$ cat src/rtl/ex_wb_flag_queue.sv
// In-order EX->WB result queue that commits masked flag updates into EFLAGS on pop.
// Optional FLAG_BYPASS_EN: spec_flags tracks the youngest queued op instead of eflags.
module ex_wb_flag_queue #(
   parameter int DEPTH  = 4,
   parameter int DATA_W = 64
) (
   input  logic                     clk,
   input  logic                     clr,
   input  logic                     flush,
   input  logic                     push_valid,
   output logic                     push_ready,
   input  logic [DATA_W-1:0]        alu_out,
   input  logic [DATA_W-1:0]        alu_out_2,
   input  logic                     swap_cxc,
   input  logic [6:0]               flags_in,
   input  logic [6:0]               flag_mask,
   input  logic                     cc_inval,
   output logic                     pop_valid,
   input  logic                     pop_ready,
   output logic [DATA_W-1:0]        wb_out,
   output logic [DATA_W-1:0]        wb_out_2,
   output logic                     wb_swap,
   output logic [6:0]               eflags,
   output logic [6:0]               spec_flags,
   output logic [$clog2(DEPTH):0]   count
);

   localparam int PTR_W = $clog2(DEPTH);
   localparam int CNT_W = PTR_W + 1;
   localparam logic [CNT_W-1:0] FULL_CNT = CNT_W'(DEPTH);

   typedef struct packed {
      logic [DATA_W-1:0] data;
      logic [DATA_W-1:0] data_2;
      logic              swap;
      logic [6:0]        flags;
      logic [6:0]        mask;
      logic              cc_inval;
   } entry_t;

   entry_t             mem [DEPTH];
   entry_t             head;
   logic [PTR_W-1:0]   rd_ptr;
   logic [PTR_W-1:0]   wr_ptr;
   logic [6:0]         eflags_next;
   logic               push_fire;
   logic               pop_fire;

   assign push_ready = (count != FULL_CNT);
   assign pop_valid  = (count != '0);
   assign push_fire  = push_valid && push_ready && !flush;
   assign pop_fire   = pop_valid && pop_ready;

   assign head     = mem[rd_ptr];
   assign wb_out   = head.data;
   assign wb_out_2 = head.data_2;
   assign wb_swap  = head.swap;

   always_comb begin
      // NOTE: default first so every path assigns eflags_next and no latch is inferred.
      eflags_next = eflags;
      if (pop_fire && !head.cc_inval)
         eflags_next = (eflags & ~head.mask) | (head.flags & head.mask);
   end

   // NOTE: entry storage has no reset; pop_valid guards every read, so clearing it buys nothing.
   always_ff @(posedge clk) begin
      if (push_fire)
         mem[wr_ptr] <= '{alu_out, alu_out_2, swap_cxc, flags_in, flag_mask, cc_inval};
   end

   // NOTE: sequential state uses non-blocking assignments so all registers update from pre-edge values.
   always_ff @(posedge clk or negedge clr) begin
      if (!clr) begin
         rd_ptr <= '0;
         wr_ptr <= '0;
         count  <= '0;
         eflags <= '0;
      end else begin
         eflags <= eflags_next;
         if (flush) begin
            rd_ptr <= '0;
            wr_ptr <= '0;
            count  <= '0;
         end else begin
            if (push_fire) wr_ptr <= wr_ptr + 1'b1;
            if (pop_fire)  rd_ptr <= rd_ptr + 1'b1;
            count <= count + CNT_W'(push_fire) - CNT_W'(pop_fire);
         end
      end
   end

`ifdef FLAG_BYPASS_EN
   logic [6:0] spec_q;

   // Flush resynchronises to committed flags, including a same-edge commit.
   always_ff @(posedge clk or negedge clr) begin
      if (!clr)
         spec_q <= '0;
      else if (flush)
         spec_q <= eflags_next;
      else if (push_fire && !cc_inval)
         spec_q <= (spec_q & ~flag_mask) | (flags_in & flag_mask);
   end

   assign spec_flags = spec_q;
`else
   assign spec_flags = eflags;
`endif

endmodule

$ cat config.mk
export PLATFORM = sky130hd
export DESIGN_NAME = ex_wb_flag_queue
export DESIGN_NICKNAME = d
export VERILOG_FILES = /design/src/rtl/ex_wb_flag_queue.sv
export SDC_FILE = /design/constraint.sdc
export NUM_CORES = 1
export LEC_CHECK = 0
export ABC_AREA = 1
export BUFFER_PORTS_ARGS = -buffer_cell sky130_fd_sc_hd__buf_2
export CORE_MARGIN = 3
export CORE_UTILIZATION = 30
export CTS_CLUSTER_DIAMETER = 50
export DETAILED_ROUTE_END_ITERATION = 12
export PLACE_DENSITY = 0.59
export SYNTH_ARGS = -nofsm -noshare
export SYNTH_HDL_FRONTEND = slang
export SYNTH_SLANG_ARGS = --single-unit
export TNS_END_PERCENT = 10
$ cat constraint.sdc
create_clock -name clk -period 8.34 [get_ports clk]
set_input_delay 0.834 -clock clk [delete_from_list [all_inputs] [get_ports clk]]
set_output_delay 0.834 -clock clk [all_outputs]
set_load 0.005 [all_outputs]
==> flow_summary.toml, run 1 <==
[outcome]
status = "complete, no violations"

[sta]
rsz0062_at_grt = "false"
fin_crit_sh = 0.519
setup_viol = 0
tightest_slew_ns = 1.16
slew_headroom = 0.228
finalHoldViolations = 0
final.setup_skew_ns = 0.0296
tns_ns = 0
period_minus_slack_ns = 4.33
fmax_ghz = 0.231
setup_ws_ns = 4.01
drv_slew = 0

[drt]
vias = 13600
drt_pass1_iterations = 5
wl_um = 53700
postRouteAntennaNets = 0
routed_via_density = 4.68
drc = 0
drt_iter0_drc = 954
wire_per_inst_um = 18.5

[power_and_ir_drop]
power_density_nw_per_um2 = 310
power.leakage_uw = 0.00975
ir_drop_uv = 214

[synth]
synth_area_per_cell_um2 = 14.2
synth_top_family_by_area = "compound AO/OA/AOI/OAI gates"
synthAdderAreaFrac = 0.00426
yosys-top-cells-area = "edfxtp_1 (77%), nor2_1 (4.5%), o22ai_1 (3.6%)"
synth.distinct_cells = 24
synth.mux.area_fraction = 0
synth_compound_area_frac = 0.0953
yosysWarnings = 0
syn_inst = 1574
synthXorXnorAreaFrac = 0.00118
synth_top_cell_area_share = 0.774
ys_seq_area_frac = 0.790
synth-seq-cells = 590
synth_top_area_cell = "edfxtp_1"
synthSimpleGateAreaFrac = 0.0725
synth_fp_nets = 1730
syn_area_um2 = 22300

[clock_tree]
cts.path.max_buffers = 3
cts_tree = "yes"
cts_buffers = 76
ctsHoldBuffers = 0
insertion_delay_ns = 0.61
cts_setup_buffers = 0
cts_resized = 0
htreeDepth = 3
cts_sinks = 590
cts_root_buffer = "clkbuf_16"
clk_pin_slew_ns = 0.06

[floorplan]
fp.coreArea_um2 = 73300
dieArea_um2 = 77800
start_util = 0.305
fp.dieH_um = 279
dieWidth_um = 279
rows = 99
ios = 297

[run]
cap_violations = 0

[worst_setup_path]
worstPathCellList = "inv_8 -> buf_12 -> o21ai_0 -> o22ai_1 -> buf_2"
crit_path_end_kind = "output port"
cp_slowest_cell = "dfrtp_4"
critPathBufInv = 3
reg2reg_slack_ns = 5.15
crit_required_ns = 7.51
setup.worst_path.start_class = "register"
crit_fanout = 184
cpPeakStageDelay_ns = 0.72
crit_family = "buffers and inverters"
r2r-end = "mem[3][45]"
cp.depth = 5
path_class = "register to output port"
crit_arrival_ns = 3.50
reg2reg_depth = 5
r2r_start = "count[1]"

[final_layout]
stdcell_count = 2898
utilization = 0.372
synthToLayoutAreaGrowth_pct = 22.1
finish.net_count = 2019
fin_area_um2 = 27300
drive_above_1_share = 0.235

[grt]
grt_pass1_wl_um = 81500
grt_max_degree = 185
grt_usage = 0.136
overflow = 0
antenna_found_initial = 22
grt_pass1_vias = 13800

[placement]
gp_congestion = 0.734
dp_hpwl_um = 30600
placed_cell_area_um2 = 24700
port_buffers = 296
place_ws_ns = 4.60
dp_cells = 2744

[worst_hold_path]
min_path_type = "primary input to asynchronous set/reset pin"
## how the worst max path moves through the flow
stage                     startpoint          to
after global routing       rd_ptr[0]  wb_out[54]
after global placement         flush  mem[1][88]
after CTS                  rd_ptr[1]  wb_out[12]
final                      rd_ptr[0]  wb_out[54]
after floorplan                flush   mem[0][0]
after detailed placement       flush  mem[1][88]
## cell families (layout without fill, tap and decap cells)
kind of cell / after synthesis / in the layout
adder cells (fa/ha/maj): 7 / 7
flip-flops: 590 / 590
buffers and inverters: 174 / 527
XOR/XNOR: 3 / 3
AO/OA/AOI/OAI: 392 / 392
AND/OR/NAND/NOR: 408 / 408
other: 0 / 12
## final cells by class
| cell class | instances | area [µm²] |
|---|---|---|
| Antenna cell | 12 | 30.0 |
| Clock buffer | 91 | 2020 |
| Clock inverter | 51 | 559 |
| Fill cell | 6910 | 46000 |
| Inverter | 70 | 273 |
| Multi-Input combinational cell | 810 | 3900 |
| Sequential cell | 590 | 17700 |
| Tap cell | 959 | 1200 |
| Timing Repair Buffer | 315 | 1650 |
## synthesized netlist by cell type (all sizes together)
| library cell | n |
|---|---|
| edfxtp | 576 |
| nor2 | 266 |
| o21ai | 262 |
| o22ai | 129 |
| nand2 | 92 |
| inv | 70 |
| buf | 63 |
| nand3 | 42 |
| clkbuf | 41 |
| dfrtp | 14 |
| nand4 | 7 |
| ha | 6 |
| xor2 | 2 |
| a21boi | 1 |
| fa | 1 |
| or2 | 1 |
| xnor2 | 1 |
## cells in the final DEF, fill, tap and decap left out, types with 2 or more instances in the layout
master / synthesis / final
o21ai_0: 159 / 159
diode_2: 0 / 12
nand2_2: 2 / 2
inv_6: 0 / 9
clkinvlp_4: 0 / 5
nand4_1: 7 / 7
clkbuf_1: 41 / 12
clkinv_2: 0 / 13
clkinv_1: 0 / 7
ha_1: 6 / 6
nand3_1: 40 / 40
bufinv_16: 0 / 8
buf_12: 0 / 2
inv_1: 67 / 67
xor2_1: 2 / 2
nor2_4: 0 / 4
inv_8: 0 / 5
buf_4: 22 / 17
nor2_1: 266 / 262
clkbuf_16: 0 / 79
buf_2: 31 / 296
o21ai_1: 103 / 103
clkinv_4: 0 / 2
nand3_2: 2 / 2
edfxtp_1: 576 / 576
nand2_1: 90 / 90
dfrtp_4: 0 / 2
o22ai_1: 129 / 129
dfrtp_1: 14 / 12
clkinv_8: 0 / 3
## stage by stage
step,hold WS (ns),total power (µW)
floorplan,0.493,4600
CTS,0.112,8590
finish,0.150,8460
global route,0.142,8890
global placement,0.566,5250
detailed placement,0.555,5290
## routing by layer
metal  global-route usage  wire [µm]  vias to the layer above
met5                    0         85                        -
met4               0.0533       1680                       14
met3               0.0406       3470                      108
met2                0.226      26000                      335
met1                0.168      22500                     6697
li1                     -          -                     6416
## registers in the layout (all words and copies together), names as in the netlist, named ones only
signal / cells
rd_ptr: 2
count: 3
wr_ptr: 2
mem: 576
## report_power, final
part,leakage (µW),switching [µW],total [µW],internal [µW]
registers,0.00540,108,3560,3450
logic,0.00309,1070,1620,554
clock network,0.00126,1260,3280,2010
total,0.00975,2440,8460,6020
## worst register-to-register path: cells and delay by family (launching register included)
| kind | cells | cell delay, ns |
|---|---|---|
| buffers and inverters | 1 | 0.78 |
| AND/OR/NAND/NOR | 4 | 1.57 |
| flip-flops | 1 | 0.42 |
Note: power is estimated with default switching activity, not from simulation.
==> run 2, diff against run 1 <==
--- a/config.mk
+++ b/config.mk
@@ -11,7 +11,7 @@
 export CORE_UTILIZATION = 30
 export CTS_CLUSTER_DIAMETER = 50
 export DETAILED_ROUTE_END_ITERATION = 12
-export PLACE_DENSITY = 0.59
+export PLACE_DENSITY = 0.61
 export SYNTH_ARGS = -nofsm -noshare
 export SYNTH_HDL_FRONTEND = slang
 export SYNTH_SLANG_ARGS = --single-unit
==> constraint.sdc (replaced) <==
create_clock -name clk -period 3.98 [get_ports clk]
set_input_delay 0.398 -clock clk [delete_from_list [all_inputs] [get_ports clk]]
set_output_delay 0.398 -clock clk [all_outputs]
set_load 0.005 [all_outputs]
==> flow_summary.toml, run 2 (synthesis results as in run 1) <==
[outcome]
status = "complete, no violations"

[clock_tree]
insertion_delay_ns = 0.60
htreeDepth = 3
cts_root_buffer = "clkbuf_16"
cts_resized = 0
cts_tree = "yes"
cts.path.max_buffers = 3
cts_buffers = 73
cts_sinks = 590
clk_pin_slew_ns = 0.06

[power_and_ir_drop]
switching_share = 0.292
ir_drop_uv = 480
power_density_nw_per_um2 = 611
power.leakage_uw = 0.0103
p_int_uw = 12400
p_switching_uw = 5120
total_power_uw = 17600
seq_power_share = 0.424
clkPwrFrac = 0.370
comb_power_share = 0.207

[grt]
overflow = 0
grt_pass1_wl_um = 84200
grt_max_degree = 176
grt_pass1_vias = 14800
antenna_found_initial = 7
grt_usage = 0.139

[floorplan]
start_util = 0.305
dieWidth_um = 279
ios = 297
fp.coreArea_um2 = 73300
fp.dieH_um = 279
rows = 99
dieArea_um2 = 77800

[worst_setup_path]
critPathBufInv = 3
worstPathCellList = "inv_8 -> buf_4 -> o21ai_0 -> o22ai_1 -> buf_2"
cp_slowest_cell = "dfrtp_4"
crit_arrival_ns = 3.03
path_class = "register to output port"
cpPeakStageDelay_ns = 0.73
setup.worst_path.start_class = "register"
crit_path_end_kind = "output port"
crit_required_ns = 3.58
crit_fanout = 130
crit_family = "buffers and inverters"

[final_layout]
layout_common_cells = "edfxtp_1 (576), buf_2 (296), nor2_1 (262)"
synthToLayoutAreaGrowth_pct = 28.6
layout_commonest_cell = "edfxtp_1"
fillers = 6756
regMostFlops = "mem"
finish.net_count = 2170
top_regs = "mem: 576 flops, count: 3 flops"
drive_above_1_share = 0.221
largest_reg_flops = 576

[drt]
wl_um = 55100
drt_pass1_iterations = 5
drt_iter0_drc = 911
vias = 14400
drc = 0
postRouteAntennaNets = 0
routed_via_density = 4.74
wire_per_inst_um = 18.1

[worst_hold_path]
min_path_type = "primary input to register"

[sta]
drv_slew = 0
final.setup_skew_ns = 0.0226
tns_ns = 0
fmax_ghz = 0.292
period_minus_slack_ns = 3.42
fin_crit_sh = 0.860
rsz0062_at_grt = "false"
setup_viol = 0
tightest_slew_ns = 1.02
slew_headroom = 0.318
whs_ns = 0.0620
finalHoldViolations = 0

[placement]
gp_congestion = 0.753
port_buffers = 296
dp_hpwl_um = 30200

[run]
cap_violations = 0
==> run 2: worst paths after layout <==
path,start,to,slack (ns),cells past startpoint
worst max-delay path,rd_ptr[0],wb_out[55],0.56,5
worst min-delay path,alu_out_2[12],mem[3][28],0.06,1
worst max register to register,count[1],mem[0][90],1.35,5
worst min register to register,register,register,0.52,2
max in group asynchronous,clr,rd_ptr[0],3.37,2
min in group asynchronous,clr,asynchronous set/reset pin,0.29,2
==> run 2: metal layers <==
| layer | part of all wire | GRT usage | routed length [µm] | vias up |
|---|---|---|---|---|
| li1 | - | - | - | 6703 |
| met1 | 0.43 | 0.178 | 24000 | 7229 |
| met2 | 0.49 | 0.235 | 26900 | 379 |
| met3 | 0.057 | 0.0304 | 3150 | 75 |
| met4 | 0.019 | 0.0469 | 1040 | 2 |
| met5 | 0.00020 | 0 | 11 | - |
==> run 2: cell type report <==
type,count,area [µm²],area share
Sequential cell,590,17700,0.615
Multi-Input combinational cell,810,3900,0.136
Timing Repair Buffer,469,3270,0.114
Clock buffer,81,1900,0.0661
Tap cell,959,1200,0.0418
Clock inverter,52,517,0.0180
Inverter,70,273,0.00950
Antenna cell,7,17.5,0.000610
==> run 2: stage by stage <==
step | std cells | instance area (µm²) | setup WS [ns] | util
6_report | 3038 | 28700 | 0.557 | 0.392
5_1_grt | 3033 | 28700 | 0.342 | 0.392
4_1_cts | 3031 | 28700 | 0.452 | 0.391
3_5_place_dp | 2754 | 24900 | 1.14 | 0.339
3_3_place_gp | 2754 | 24900 | 1.19 | 0.339
2_1_floorplan | 1574 | 22400 | -1.12 | -
==> run 2: worst register-to-register path: cells and delay by family, from the launching register on <==
family / cells / cell delay [ns]
AND/OR/NAND/NOR: 4 / 1.26
buffers and inverters: 1 / 0.46
flip-flops: 1 / 0.45
==> run 2: what timing repair did <==
item,in CTS,in global routing
endpoints found under the hold margin,585,0
hold buffers,144,0
setup buffers,0,0
==> run 2: power by group through the flow <==
stage	Clock (µW)	Combinational [µW]	Sequential, µW
after floorplan	0	2100	7500
after global placement	0	3470	7550
after detailed placement	0	3550	7570
after CTS	6650	3690	7440
after global routing	6910	4030	7480
final	6490	3630	7440
